$ cat src/rtl/cory_unpack.sv
// cory_unpack: splits one Z-bit packed word into R N-bit lane streams with per-lane valid/ready.
// Latency: 1 cycle from word accept to o_ax_v; 1 word/cycle when every lane is ready.
// Backpressure: o_z_r low until all pending lanes fire; CORY_UNPACK_STALL_CNT_EN adds o_stall_cnt.
module cory_unpack #(
  parameter int N = 8,
  parameter int R = 2,
  parameter int Z = N * R
) (
  input  logic         clk,
  input  logic         reset_n,
  input  logic         i_z_v,
  input  logic [Z-1:0] i_z_d,
  output logic         o_z_r,
  output logic [R-1:0] o_ax_v,
  output logic [Z-1:0] o_ax_d,
  input  logic [R-1:0] i_ax_r
`ifdef CORY_UNPACK_STALL_CNT_EN
  ,
  output logic [15:0]  o_stall_cnt
`endif
);

  logic [Z-1:0] hold_d;
  logic [R-1:0] pend;
  logic [R-1:0] fire;
  logic         acc;

`ifdef SIM
  initial begin
    if (R < 2 || R > 16 || Z != N * R) begin
      $display("ERROR: cory_unpack bad parameters N=%0d R=%0d Z=%0d", N, R, Z);
      $finish;
    end
  end
`endif

  // Ready looks through this cycle's lane fires so a word can load with no bubble.
  assign fire   = pend & i_ax_r;
  assign o_z_r  = ((pend & ~fire) == '0);
  assign acc    = i_z_v & o_z_r;
  assign o_ax_v = pend;
  assign o_ax_d = hold_d;

  always_ff @(posedge clk) begin
    if (!reset_n) begin
      pend   <= '0;
      hold_d <= '0;
    end else if (acc) begin
      pend   <= '1;
      hold_d <= i_z_d;
    end else begin
      pend   <= pend & ~fire;
    end
  end

`ifdef CORY_UNPACK_STALL_CNT_EN
  logic [15:0] stall_cnt;

  always_ff @(posedge clk) begin
    if (!reset_n) begin
      stall_cnt <= '0;
    end else if (i_z_v && !o_z_r && stall_cnt != 16'hFFFF) begin
      stall_cnt <= stall_cnt + 16'd1;
    end
  end

  assign o_stall_cnt = stall_cnt;
`endif

endmodule

$ cat config.mk
export PLATFORM = sky130hd
export DESIGN_NAME = cory_unpack
export DESIGN_NICKNAME = d
export VERILOG_FILES = /design/src/rtl/cory_unpack.sv
export SDC_FILE = /design/constraint.sdc
export NUM_CORES = 1
export LEC_CHECK = 0
export ABC_AREA = 0
export BUFFER_PORTS_ARGS = -buffer_cell sky130_fd_sc_hd__buf_2
export CORE_AREA = 2 2 50 52
export CTS_BUF_LIST = sky130_fd_sc_hd__clkbuf_2 sky130_fd_sc_hd__clkbuf_4 sky130_fd_sc_hd__clkbuf_8
export DETAILED_ROUTE_END_ITERATION = 10
export DIE_AREA = 0 0 52 54
export PLACE_DENSITY = 0.71
export RECOVER_POWER = 25
export SETUP_SLACK_MARGIN = 0.02
export SYNTH_ARGS = -nofsm -noshare
export SYNTH_HDL_FRONTEND = slang
export SYNTH_SLANG_ARGS = --single-unit
$ cat constraint.sdc
create_clock -name clk -period 1.2 [get_ports clk]
set_clock_uncertainty 0.1 [all_clocks]
set_input_delay 0.18 -clock clk [delete_from_list [all_inputs] [get_ports clk]]
set_output_delay 0.18 -clock clk [all_outputs]
set_load 0.02 [all_outputs]
==> impl_metrics.py <==
metrics = {
    "run_status": {
        "status": "complete, but fails checks",
        "violations": "negative setup slack",
    },
    "yosys": {
        "synth_seq_cells": 18,
        "syn_area_sq_um": 747,
        "synth_nets": 99,
        "seq_area_frac_synth_pct": 48.2,
        "ys_types": 11,
        "avgSynthCellArea_sq_um": 9.58,
        "synth.yosys.warnings": 0,
        "synthCells": 78,
    },
    "power": {
        "vdd_drop_max_mv": 0.523,
        "p_per_area_nw_per_um2": 1240,
        "leakage_nw": 0.546,
        "p_total_mw": 1.35,
    },
    "die": {
        "core_area_sq_um": 2320,
        "initial_utilization_pct": 32.2,
        "die_h_microns": 54,
        "fp-row-count": 18,
        "dieWidth_microns": 52,
        "die_area_sq_um": 2810,
        "io_pins": 40,
    },
    "timing": {
        "min_period_ns": 1.30,
        "tightest_slew_ns": 0.212,
        "setup_violations": 19,
        "hold_viol": 0,
        "fin_hold_ws_ns": 0.0198,
        "period_share_pct": 108,
        "setup_ws_ns": -0.102,
        "max_slew_margin_pct": 85.8,
        "max_freq_mhz": 768,
        "rsz0062_at_grt": "true",
        "drv_slew": 0,
    },
    "routing": {
        "drt-initial-drc-count": 4,
        "met2_length_microns": 727,
        "route.detailed.drc": 0,
        "drt-total-wl_mm": 1.58,
        "ant_nets": 0,
        "vias": 654,
        "post_drt_via_cell_ratio": 4.36,
        "routed.top_layer": "met4",
        "wl_met1_microns": 704,
        "wl_per_cell_microns": 10.6,
        "dr_wl_met3_microns": 138,
        "first_pass_iters": 4,
    },
    "job": {
        "maxCapViolCount": 0,
    },
    "worst_setup_path": {
        "regToRegEndpoint": "o_ax_d[12]",
        "crit_type": "reg -> reg",
        "required_ns": 1.32,
        "endpoint": "o_ax_d[12]",
        "slowest_delay_ns": 0.33,
        "critPathBufInv": 2,
        "r2r_setup_slack_ns": -0.10,
        "critPathSlowestCell": "dfxtp_2",
        "reg2reg_from": "o_ax_v[1]",
        "path_depth": 5,
        "crit_chain": "nor2b_4, nor3b_4, buf_6, clkbuf_16, mux2i_1",
        "cp_max_fo": 9,
        "worst_setup_path_end_kind": "flop",
        "startpoint_type": "flop",
        "arrival_ns": 1.42,
        "critical_path.top_delay_family": "flip-flops",
        "worstSetupStartpoint": "o_ax_v[1]",
        "worst_r2r_path_depth": 5,
    },
    "clock_network": {
        "clkTransAtPathRegs_ns": 0.11,
        "cts_buffer_depth": 2,
        "cts-buffers-inserted": 3,
        "cts_tree": "done",
        "clock_latency_ns": 0.28,
        "htree_levels": 1,
        "cts-root-buf": "clkbuf_4",
        "cts_num_sinks": 18,
    },
    "global_route": {
        "grt_pass1_vias": 526,
        "grt_max_degree": 25,
        "grtUsageTotal_pct": 11.0,
        "grt_pass1_wl_mm": 2.20,
        "antenna_found_initial": 0,
        "grt.overflow.total": 0,
    },
    "place": {
        "port_buffers": 39,
        "place_inst": 143,
        "placed_area_sq_um": 981,
        "gp_congestion": 0.582,
        "dpl.hpwl_mm": 1.12,
    },
    "cells_and_area": {
        "insertedDiodeCount": 0,
        "finalNonFillerCells": 150,
        "layout.nets": 142,
        "final_area_sq_um": 1090,
        "final_common_cell": "buf_2",
        "final_cell_mix": "buf_2, nand2_1, mux2i_1, dfxtp_1",
        "fin_util_pct": 46.9,
        "area_growth_pct": 45.6,
        "drive_above_1_share_pct": 45.0,
    },
    "worst_hold_path": {
        "whs_path_depth": 3,
        "hp-class": "in -> reg",
        "hp-start": "i_z_d[14]",
    },
}
-- cell type report --
class                           count  area, sq um
Fill cell                         225         1230
Sequential cell                    18          363
Clock buffer                        4         36.3
Timing Repair Buffer               44          303
Multi-Input combinational cell     54          348
Tap cell                           30         37.5
-- registers in the layout, indices dropped and copies added (netlist names) --
signal / flops
o_ax_d: 16
o_ax_v: 2
-- power by group --
part,switching (mW),internal (mW)
Combinational,0.160,0.156
Sequential,0.0211,0.642
Clock,0.184,0.185
-- synthesized netlist by cell type, drive strengths merged --
master	n	area share (%)
nor3b	1	1.7
o21a	2	2.0
buf	3	4.9
mux2i	16	21
dfxtp	18	48
nand2	32	16
clkbuf	3	1.5
nor2	1	0.50
nor2b	2	3.7
-- how the worst min path moves through the flow --
| stage | end |
|---|---|
| 2_1_floorplan | o_ax_d[0] |
| 3_3_place_gp | o_ax_d[2] |
| 3_5_place_dp | o_ax_d[8] |
| 4_1_cts | o_ax_d[14] |
| 5_1_grt | o_ax_d[8] |
| 6_report | o_ax_d[14] |
-- layer usage --
layer	up-vias	global-route usage [%]
li1	335	-
met1	290	13.0
met2	27	17.3
met3	2	3.61
met4	0	6.58
met5	-	0
-- logic make-up (layout without fill, tap and decap cells) --
logic type,after synthesis,in the layout,share of synthesized area [%]
and+or+nand+nor,36,36,21.9
DFF,18,18,48.2
muxes,16,16,21.4
buffers and inverters,6,48,6.36
AOI/OAI and AO/OA,2,2,2.01
-- what timing repair did --
action	CTS	global route
buffers inserted	0	1
endpoints found under the setup margin	17	19
gates cloned	0	2
hold buffers	0	0
pin swaps	1	2
resized for setup	1	3
-- per-stage QoR --
step                      setup slack (ns)  TNS (ns)
after floorplan                    -0.0870    -0.779
after global placement             0.00557         0
after detailed placement           -0.0604    -0.633
after CTS                           -0.105     -1.07
after global routing                -0.147     -2.40
final                               -0.102     -1.23
-- worst reg2reg max path, stage by stage, from the launching register on --
cell	delay, ns
dfxtp_2	0.33
nor2b_4	0.13
nor3b_4	0.19
buf_6	0.15
clkbuf_16	0.16
mux2i_1	0.18
Note: power is estimated with default switching activity, not from simulation.
